[src/rtl/custom_fifo_pkg.sv]
// Shared constants and Gray-code helpers for the async FIFO control blocks.
package custom_fifo_pkg;

  localparam int FIFO_ADDRSIZE = 4;
  // Helpers work on a wide vector; callers zero-extend their pointer and
  // truncate the result, which is exact for any pointer width up to this.
  localparam int PTR_MAXW = 32;

  function automatic logic [PTR_MAXW-1:0] bin2gray(input logic [PTR_MAXW-1:0] b);
    return (b >> 1) ^ b;
  endfunction

  // Prefix XOR from the MSB down; leading zeros of the extension are harmless.
  function automatic logic [PTR_MAXW-1:0] gray2bin(input logic [PTR_MAXW-1:0] g);
    logic [PTR_MAXW-1:0] b;
    b = g;
    for (int i = PTR_MAXW-2; i >= 0; i--) b[i] = b[i+1] ^ g[i];
    return b;
  endfunction

endpackage

[src/rtl/custom_sync_w2r.sv]
// Two-flop synchronizer carrying the Gray write pointer into the read clock.
module custom_sync_w2r #(
  parameter int W = 5
) (
  input  logic         rclk_i,
  input  logic         rrst_n_i,
  input  logic [W-1:0] d_i,
  output logic [W-1:0] q_o
);

  logic [W-1:0] wq1;

  // First stage may go metastable; second stage gives it a cycle to settle.
  always_ff @(posedge rclk_i or negedge rrst_n_i) begin
    if (!rrst_n_i) begin
      wq1 <= '0;
      q_o <= '0;
    end else begin
      wq1 <= d_i;
      q_o <= wq1;
    end
  end

endmodule

[src/rtl/custom_fifo_rd_ctrl.sv]
// Read-domain control of the async FIFO: read pointers, empty/almost-empty,
// occupancy and underflow, all registered in rclk_i.
module custom_fifo_rd_ctrl
  import custom_fifo_pkg::*;
#(
  parameter int ADDRSIZE = FIFO_ADDRSIZE,
  parameter int AE_LEVEL = 2
) (
  input  logic                rclk_i,
  input  logic                rrst_n_i,
  input  logic [ADDRSIZE:0]   wptr_g_i,
  input  logic                rinc_i,
  output logic [ADDRSIZE-1:0] raddr_o,
  output logic [ADDRSIZE:0]   rptr_g_o,
  output logic                rempty_o,
  output logic                ralmost_empty_o,
  output logic [ADDRSIZE:0]   rcount_o,
  output logic                runderflow_o
);

  localparam int PW = ADDRSIZE + 1;

  logic [PW-1:0] wq2;
  logic [PW-1:0] rbin, rbin_next, rgray_next, wbin_s, cnt_next;
  logic          ren, ae_next;

  custom_sync_w2r #(.W(PW)) u_sync (
    .rclk_i   (rclk_i),
    .rrst_n_i (rrst_n_i),
    .d_i      (wptr_g_i),
    .q_o      (wq2)
  );

  // Next-pointer and flag computation; empty/count look at this cycle's
  // post-pop pointer so a draining pop raises empty on the same edge.
  always_comb begin
    ren        = rinc_i & ~rempty_o;
    rbin_next  = rbin + PW'(ren);
    rgray_next = PW'(bin2gray(PTR_MAXW'(rbin_next)));
    wbin_s     = PW'(gray2bin(PTR_MAXW'(wq2)));
    cnt_next   = wbin_s - rbin_next;
    ae_next    = int'(cnt_next) <= AE_LEVEL;
  end

  // Pointer and status registers; empty resets high so nothing pops early.
  always_ff @(posedge rclk_i or negedge rrst_n_i) begin
    if (!rrst_n_i) begin
      rbin            <= '0;
      rptr_g_o        <= '0;
      rempty_o        <= 1'b1;
      ralmost_empty_o <= 1'b1;
      rcount_o        <= '0;
      runderflow_o    <= 1'b0;
    end else begin
      rbin            <= rbin_next;
      rptr_g_o        <= rgray_next;
      rempty_o        <= (rgray_next == wq2);
      ralmost_empty_o <= ae_next;
      rcount_o        <= cnt_next;
      runderflow_o    <= rinc_i & rempty_o;
    end
  end

  assign raddr_o = rbin[ADDRSIZE-1:0];

endmodule
[config.mk]
export PLATFORM = sky130hd
export DESIGN_NAME = custom_fifo_rd_ctrl
export DESIGN_NICKNAME = d
export VERILOG_FILES = /design/src/rtl/custom_fifo_pkg.sv /design/src/rtl/custom_sync_w2r.sv /design/src/rtl/custom_fifo_rd_ctrl.sv
export SDC_FILE = /design/constraint.sdc
export NUM_CORES = 1
export LEC_CHECK = 0
export ABC_AREA = 1
export BUFFER_PORTS_ARGS = -buffer_cell sky130_fd_sc_hd__buf_4
export CORE_MARGIN = 2
export CORE_UTILIZATION = 58
export DETAILED_ROUTE_END_ITERATION = 8
export PLACE_DENSITY = 0.93
export SLEW_MARGIN = 20
export SYNTH_ARGS = -nofsm -noshare
export SYNTH_HDL_FRONTEND = slang
export SYNTH_SLANG_ARGS = --single-unit
[constraint.sdc]
create_clock -name rclk_i -period 5.4 [get_ports rclk_i]
set_input_delay 1.08 -clock rclk_i [delete_from_list [all_inputs] [get_ports rclk_i]]
set_output_delay 1.08 -clock rclk_i [all_outputs]
set_load 0.005 [all_outputs]
==> results by group, run 1 <==
Run status
  • Result of the run: completed

Floorplan
  • Die H: 51.8 um
  • Placeable Area: 2190 um^2
  • Die Wd: 51.8 um
  • Cell row count: 17
  • Starting Density: 0.604
  • Floorplan die area: 2680 um^2
  • Total I/O pin count: 25

Layout
  • Syn-to-layout area delta: 17.8%
  • Most frequent standard cell in the layout excluding fill and tap cells: sky130_fd_sc_hd__nand2_1
  • Highest-count cells in the layout ignoring fill and taps: 36 x sky130_fd_sc_hd__nand2_1, 25 x sky130_fd_sc_hd__dfrtp_1, 24 x sky130_fd_sc_hd__buf_4
  • Final layout net count: 187
  • Antenna fix cells: 0
  • Fraction of final layout cells sized beyond drive strength 1: 0.339

Critical path
  • Arrival @ worst endpoint: 2.87 ns
  • Cells along the critical path: buf_4 -> inv_1 -> nor2_1 -> ha_1 -> nand2_4 -> nand2_1 -> nand2_2 -> ha_1 -> a21oi_1 -> nand2_1 -> xor2_1 -> nor2_1 -> nand3_1 -> nor2_2
  • Critical path's largest stage delay: 0.33 ns
  • Worst endpoint required time: 5.67 ns
  • Number of buffers and inverters on the critical path: 2
  • Critical Path Source Type: input pin
  • CP endpoint kind: flip-flop
  • Category of cells accounting for the largest share of critical-path delay: simple AND/OR/NAND/NOR gates
  • Critical-path maximum fanout: 5
  • Category of the most critical setup path: in2reg
  • Highest-delay cell along the critical path: sky130_fd_sc_hd__ha_1

Clocking
  • Clock transition at the registers of the reported paths: 0.13 ns
  • Clock tree from TritonCTS: built
  • Clock insertion delay at the later pin of the skew report: 0.32 ns
  • Number of gates resized after CTS: 0
  • Post-CTS Repair Setup Buffers: 0
  • CTS Buf Count: 3
  • H-Tree Level Count: 1
  • Number of sinks handled by clock tree synthesis: 27
  • Maximum clock path buffer count: 2
  • Master cell of the clock root buffer: sky130_fd_sc_hd__clkbuf_4
  • CTS hold repair buffers: 0

Synth
  • Number of different library cells in the post-synthesis netlist: 20
  • Register bit count reported by yosys: 27
  • Cell types occupying the most area after synthesis: sky130_fd_sc_hd__dfrtp_1 47%, sky130_fd_sc_hd__nand2_1 10%, sky130_fd_sc_hd__nand2_2 8.0%, sky130_fd_sc_hd__ha_1 5.7%, sky130_fd_sc_hd__nand3_1 5.3%
  • Yosys warnings: 0
  • Mean cell area of the mapped netlist: 9.19 um^2
  • Largest area contributor in the synthesized netlist: sky130_fd_sc_hd__dfrtp_1
  • Sequential-to-total area share from yosys stat: 0.512
  • Netlist Area Pre-Place: 1320 um^2
  • Net count of the mapped netlist: 159
  • Synth top area share: 0.473
  • Cell count after synthesis: 144

STA
  • Pins Over Slew Limit: 0
  • Setup violations, final: 0
  • Post-layout worst setup margin: 2.80 ns
  • Post-Route Setup TNS: 0 ns
  • Fmax: 384 MHz
  • Setup repair after global routing missed its margin: no
  • Pin slew with the least headroom to its limit: 0.358 ns
  • Final Critical Period: 2.60 ns
  • Remaining max-slew budget at the tightest pin: 0.761
  • Final worst clock skew: 0.00718 ns
  • Final hold violation count: 0
  • Share of the clock period used by the worst path after layout: 0.482

Job
  • Number of max-cap violations: 0

Global route
  • Initial antenna violation count: 0
  • Largest net degree at the start of global routing: 28
  • First-pass GRT wire length: 4070 um
  • Via count of the first global-routing pass: 982
  • GRT Resource Usage Total: 0.209
  • Final global-route overflow total: 0

Routing
  • Number of antenna-violating nets in the routed design: 0
  • Detailed-router iteration count before antenna repair: 4
  • Vias per inst: 5.21
  • Total wire length: 2320 um
  • DRC Markers: 0
  • Routed wire per std cell: 11.6 um
  • 1st-iter DRT viols: 17
  • Number of vias after detailed routing: 1,036

Hold path
  • Class of the tightest hold or removal check: reg2reg

Place
  • Minimum setup slack after placement: 2.45 ns
  • Final HPWL DP: 1820 um
  • IO Port Bufs: 24
  • RD Place Congestion: 0.793

Power and ir drop
  • Worst IR drop on VDD: 0.308 mV
  • Power density cells: 549 nW/um^2
  • Pleak: 0.000855 uW
## Yosys cell counts
master	instances
sky130_fd_sc_hd__nand4_1	2
sky130_fd_sc_hd__inv_1	18
sky130_fd_sc_hd__nor2_2	4
sky130_fd_sc_hd__xor2_2	1
sky130_fd_sc_hd__dfrtp_1	25
sky130_fd_sc_hd__nand2_4	1
sky130_fd_sc_hd__nand3_1	14
sky130_fd_sc_hd__nand2_1	36
sky130_fd_sc_hd__inv_2	2
sky130_fd_sc_hd__buf_4	1
sky130_fd_sc_hd__dfstp_2	2
sky130_fd_sc_hd__o21ai_2	1
sky130_fd_sc_hd__xor2_1	3
sky130_fd_sc_hd__fa_1	1
sky130_fd_sc_hd__nor2_1	5
sky130_fd_sc_hd__nand3_2	2
sky130_fd_sc_hd__ha_1	6
sky130_fd_sc_hd__a21oi_1	2
sky130_fd_sc_hd__nand3b_1	1
sky130_fd_sc_hd__nand2_2	17
## power breakdown
part / leakage [uW] / internal (uW) / switching [uW]
combinational: 0.000516 / 196 / 263
clock: 0.0000177 / 27.8 / 56.6
sequential: 0.000320 / 267 / 44.8
## worst reg2reg max path, delay by kind of cell (launching register included)
family	cells	cell delay, ns
XOR/XNOR	2	0.43
adder cells (fa/ha/maj)	2	0.63
buffers and inverters	3	0.21
AND/OR/NAND/NOR	7	0.67
flip-flops	1	0.43
## logic make-up after synthesis
family / synth area share
xor gates and xnor gates: 0.0321
DFF: 0.512
buffers and inverters: 0.0624
adders and majority gates: 0.0718
AOI/OAI and AO/OA: 0.0142
and+or+nand+nor: 0.307
## cell type report
class | instances | area [um^2]
Tap cell | 28 | 35.0
Timing Repair Buffer | 24 | 180
Multi-Input combinational cell | 96 | 563
Fill cell | 178 | 632
Clock inverter | 1 | 5.00
Sequential cell | 27 | 678
Clock buffer | 3 | 22.5
Inverter | 20 | 75.1
## sequential cells by signal (all words and copies together), names as in the netlist
signal	count
rptr_g_o	4
rcount_o	5
u_sync.q_o	5
ralmost_empty_o	1
u_sync.wq1	5
rempty_o	1
rbin	5
runderflow_o	1
## path summary, 6_finish.rpt
kind | from | to | slack (ns) | cells past startpoint
worst max-delay path | rinc_i | ralmost_empty_o$_DFF_PN1_ | 2.80 | 14
worst min-delay path | u_sync.wq1[3]$_DFF_PN0_ | u_sync.q_o[3]$_DFF_PN0_ | 0.36 | 0
worst max register to register | u_sync.q_o[3]$_DFF_PN0_ | ralmost_empty_o$_DFF_PN1_ | 2.99 | 14
worst min register to register | u_sync.wq1[3]$_DFF_PN0_ | u_sync.q_o[3]$_DFF_PN0_ | 0.36 | 0
max in group asynchronous | rrst_n_i | ralmost_empty_o$_DFF_PN1_ | 4.47 | 1
min in group asynchronous | rrst_n_i | rcount_o[0]$_DFF_PN0_ | 0.63 | 1
## stage by stage
stage	power (uW)	util	area, um^2	std cells	hold WS (ns)
2_1_floorplan	618	-	1320	144	0.331
3_3_place_gp	752	0.699	1530	195	0.333
3_5_place_dp	775	0.699	1530	195	0.336
4_1_cts	860	0.712	1560	199	0.366
5_1_grt	941	0.712	1560	199	0.375
6_report	856	0.712	1560	199	0.364
## routing by layer
layer	track usage	vias to the layer above	routed length, um
met5	0	-	0
met4	0.0921	0	59
met3	0.0374	9	104
met2	0.372	36	1210
met1	0.247	495	946
li1	-	496	-
Note: power is estimated with default switching activity, not from simulation.
==> run 2, diff against run 1 <==
--- a/config.mk
+++ b/config.mk
@@ -5,12 +5,12 @@
 export SDC_FILE = /design/constraint.sdc
 export NUM_CORES = 1
 export LEC_CHECK = 0
-export ABC_AREA = 1
+export ABC_AREA = 0
 export BUFFER_PORTS_ARGS = -buffer_cell sky130_fd_sc_hd__buf_4
 export CORE_MARGIN = 2
-export CORE_UTILIZATION = 58
+export CORE_UTILIZATION = 47
 export DETAILED_ROUTE_END_ITERATION = 8
-export PLACE_DENSITY = 0.93
+export PLACE_DENSITY = 0.83
 export SLEW_MARGIN = 20
 export SYNTH_ARGS = -nofsm -noshare
 export SYNTH_HDL_FRONTEND = slang
==> constraint.sdc (replaced) <==
create_clock -name rclk_i -period 2.3 [get_ports rclk_i]
set_input_delay 0.46 -clock rclk_i [delete_from_list [all_inputs] [get_ports rclk_i]]
set_output_delay 0.46 -clock rclk_i [all_outputs]
set_load 0.005 [all_outputs]
==> results by group, run 2 <==
Global route
  • Final global-route overflow total: 0
  • Initial antenna violation count: 0
  • GRT Resource Usage Total: 0.160
  • First-pass GRT wire length: 3130 um
  • Via count of the first global-routing pass: 679
  • Largest net degree at the start of global routing: 28

Floorplan
  • Starting Density: 0.508
  • Die H: 53.6 um
  • Cell row count: 17
  • Placeable Area: 2280 um^2
  • Floorplan die area: 2870 um^2
  • Total I/O pin count: 25
  • Die Wd: 53.6 um

Place
  • Number of placed instances with taps included: 141
  • IO Port Bufs: 24
  • Minimum setup slack after placement: -0.168 ns
  • RD Place Congestion: 0.797
  • Final HPWL DP: 1460 um
  • Placed Area: 1440 um^2

Synth
  • Number of different library cells in the post-synthesis netlist: 22
  • Most frequently used flop master after synthesis: sky130_fd_sc_hd__dfrtp_1
  • Net count of the mapped netlist: 96
  • Cell types occupying the most area after synthesis: sky130_fd_sc_hd__dfrtp_1 54%, sky130_fd_sc_hd__xnor2_1 11%, sky130_fd_sc_hd__ha_1 6.5%, sky130_fd_sc_hd__dfstp_2 4.5%, sky130_fd_sc_hd__xor2_1 4.5%
  • Mean cell area of the mapped netlist: 14.3 um^2
  • Netlist Area Pre-Place: 1160 um^2
  • Post-synth EDFFs: 0
  • Yosys warnings: 0
  • Share of flip-flops with an asynchronous set or reset after synthesis: 1.00
  • Largest area contributor in the synthesized netlist: sky130_fd_sc_hd__dfrtp_1
  • Register bit count reported by yosys: 27
  • Cell count after synthesis: 81
  • Top cells by count, synth: 25 x sky130_fd_sc_hd__dfrtp_1, 15 x sky130_fd_sc_hd__xnor2_1, 6 x sky130_fd_sc_hd__ha_1, 6 x sky130_fd_sc_hd__inv_1, 6 x sky130_fd_sc_hd__xor2_1
  • Sequential-to-total area share from yosys stat: 0.587
  • Synth top area share: 0.541
  • Cell with the most instances after synthesis: sky130_fd_sc_hd__dfrtp_1

Power and ir drop
  • Sequential fraction of design power: 0.334
  • Power density cells: 1520 nW/um^2
  • Switching pwr: 839 uW
  • Switching share of total power: 0.371
  • Part of the power in the clock network: 0.090
  • Internal: 1430 uW
  • Pleak: 0.000722 uW
  • Worst IR drop on VDD: 1.13 mV
  • Combinational share of power: 0.576

Layout
  • Total of fill cells in the finished design: 172
  • Highest-count cells in the layout ignoring fill and taps: 34 x sky130_fd_sc_hd__buf_4, 25 x sky130_fd_sc_hd__dfrtp_1, 14 x sky130_fd_sc_hd__xnor2_1
  • Antenna fix cells: 0
  • Post-route cell area: 1490 um^2
  • Fraction of final layout cells sized beyond drive strength 1: 0.385
  • Final layout net count: 133
  • Syn-to-layout area delta: 28.9%
  • Final std cells w/o fill: 145
  • Most frequent standard cell in the layout excluding fill and tap cells: sky130_fd_sc_hd__buf_4

Routing
  • DRC Markers: 0
  • 1st-iter DRT viols: 7
  • Routed wire per std cell: 12.9 um
  • Number of vias after detailed routing: 689
  • Vias per inst: 4.75
  • Detailed-router iteration count before antenna repair: 2
  • Number of antenna-violating nets in the routed design: 0
  • Total wire length: 1880 um

Clocking
  • H-Tree Level Count: 1
  • Maximum clock path buffer count: 2
  • Clock tree from TritonCTS: built
  • Clock insertion delay at the later pin of the skew report: 0.32 ns
  • Master cell of the clock root buffer: sky130_fd_sc_hd__clkbuf_4
  • Post-CTS Repair Setup Buffers: 0
  • Clock transition at the registers of the reported paths: 0.14 ns
  • Number of sinks handled by clock tree synthesis: 27
  • CTS Buf Count: 3

STA
  • Final hold violation count: 0
  • Pins Over Slew Limit: 0
  • Post-Route Setup TNS: -0.0942 ns
  • Final worst clock skew: 0.00362 ns
  • Final Critical Period: 2.39 ns
  • Remaining max-slew budget at the tightest pin: 0.724
  • Setup repair after global routing missed its margin: yes
  • Setup violations, final: 1
  • Fmax: 418 MHz
  • Pin slew with the least headroom to its limit: 0.411 ns
  • Share of the clock period used by the worst path after layout: 1.04
  • Post-layout worst setup margin: -0.0942 ns

Critical path
  • Highest-delay cell along the critical path: sky130_fd_sc_hd__xor3_2
  • Critical-path maximum fanout: 2
  • Category of cells accounting for the largest share of critical-path delay: XOR/XNOR gates
  • Critical Path Source Type: flip-flop
  • Arrival @ worst endpoint: 2.63 ns
  • Category of the most critical setup path: reg2reg
  • Reg2Reg Setup Slack: -0.09 ns
  • Worst endpoint required time: 2.54 ns
  • Critical path's largest stage delay: 0.47 ns
  • CP endpoint kind: flip-flop
  • Cells along the critical path: xor3_2 -> xor2_2 -> xnor2_1 -> ha_1 -> inv_1 -> fa_2 -> xor2_1 -> a2111oi_2
  • Number of buffers and inverters on the critical path: 1

Hold path
  • Class of the tightest hold or removal check: in2async

Run status
  • Violated checks: negative setup slack
  • Result of the run: complete, but fails checks

Job
  • Number of max-cap violations: 0
run 2: cell type report:
| class | count | area, um^2 | share of cell area |
|---|---|---|---|
| Sequential cell | 27 | 678 | 0.455 |
| Inverter | 6 | 22.5 | 0.0151 |
| Multi-Input combinational cell | 46 | 473 | 0.317 |
| Timing Repair Buffer | 34 | 255 | 0.171 |
| Clock buffer | 4 | 26.3 | 0.0176 |
| Tap cell | 28 | 35.0 | 0.0235 |
run 2: worst paths after layout:
check | from | to | cells past startpoint
worst min-delay path | rrst_n_i | rcount_o[1]$_DFF_PN0_ | 1
min in group rclk_i | wptr_g_i[0] | u_sync.wq1[0]$_DFF_PN0_ | 1
max in group asynchronous | rrst_n_i | rempty_o$_DFF_PN1_ | 1
worst max-delay path | u_sync.q_o[2]$_DFF_PN0_ | ralmost_empty_o$_DFF_PN1_ | 8
worst min register to register | u_sync.wq1[3]$_DFF_PN0_ | u_sync.q_o[3]$_DFF_PN0_ | 0
worst max register to register | u_sync.q_o[2]$_DFF_PN0_ | ralmost_empty_o$_DFF_PN1_ | 8
run 2: logic make-up (layout without fill, tap and decap cells):
group / Yosys count / count (layout) / share of synthesized area
AO/OA/AOI/OAI: 7 / 7 / 0.0476
AND/OR/NAND/NOR: 9 / 9 / 0.0498
adder cells (fa/ha/maj): 7 / 7 / 0.0823
buffers and inverters: 8 / 44 / 0.0325
XOR/XNOR: 23 / 23 / 0.201
flip-flops: 27 / 27 / 0.587
run 2: repair_timing:
item | in CTS | in global routing
pin swaps | 1 | 0
resized for setup | 1 | 2
hold buffers | 0 | 0
hold endpoints to repair | 0 | 0
endpoints found under the setup margin | 1 | 2
run 2: through the flow:
step / utilization / total power [uW] / hold WS [ns]
after detailed placement: 0.633 / 2010 / 0.338
after global routing: 0.655 / 2450 / 0.0313
after floorplan: - / 1550 / 0.164
final: 0.655 / 2270 / 0.0127
after CTS: 0.648 / 2230 / 0.0197
after global placement: 0.633 / 1960 / 0.336
run 2: layer usage:
metal / vias to the layer above / global-route usage / wire (um) / share of wire
met2: 21 / 0.245 / 850 / 0.45
li1: 338 / - / - / -
met5: - / 0 / 0 / 0
met4: 0 / 0.0641 / 28 / 0.015
met3: 3 / 0.0333 / 87 / 0.046
met1: 327 / 0.223 / 909 / 0.48
run 2: power groups by stage:
stage               Clock [uW]  Sequential, uW  Combinational (uW)
floorplan                    0             746                 809
global placement             0             760                1200
detailed placement           0             771                1240
CTS                        210             760                1260
global route               229             782                1440
finish                     203             758                1300
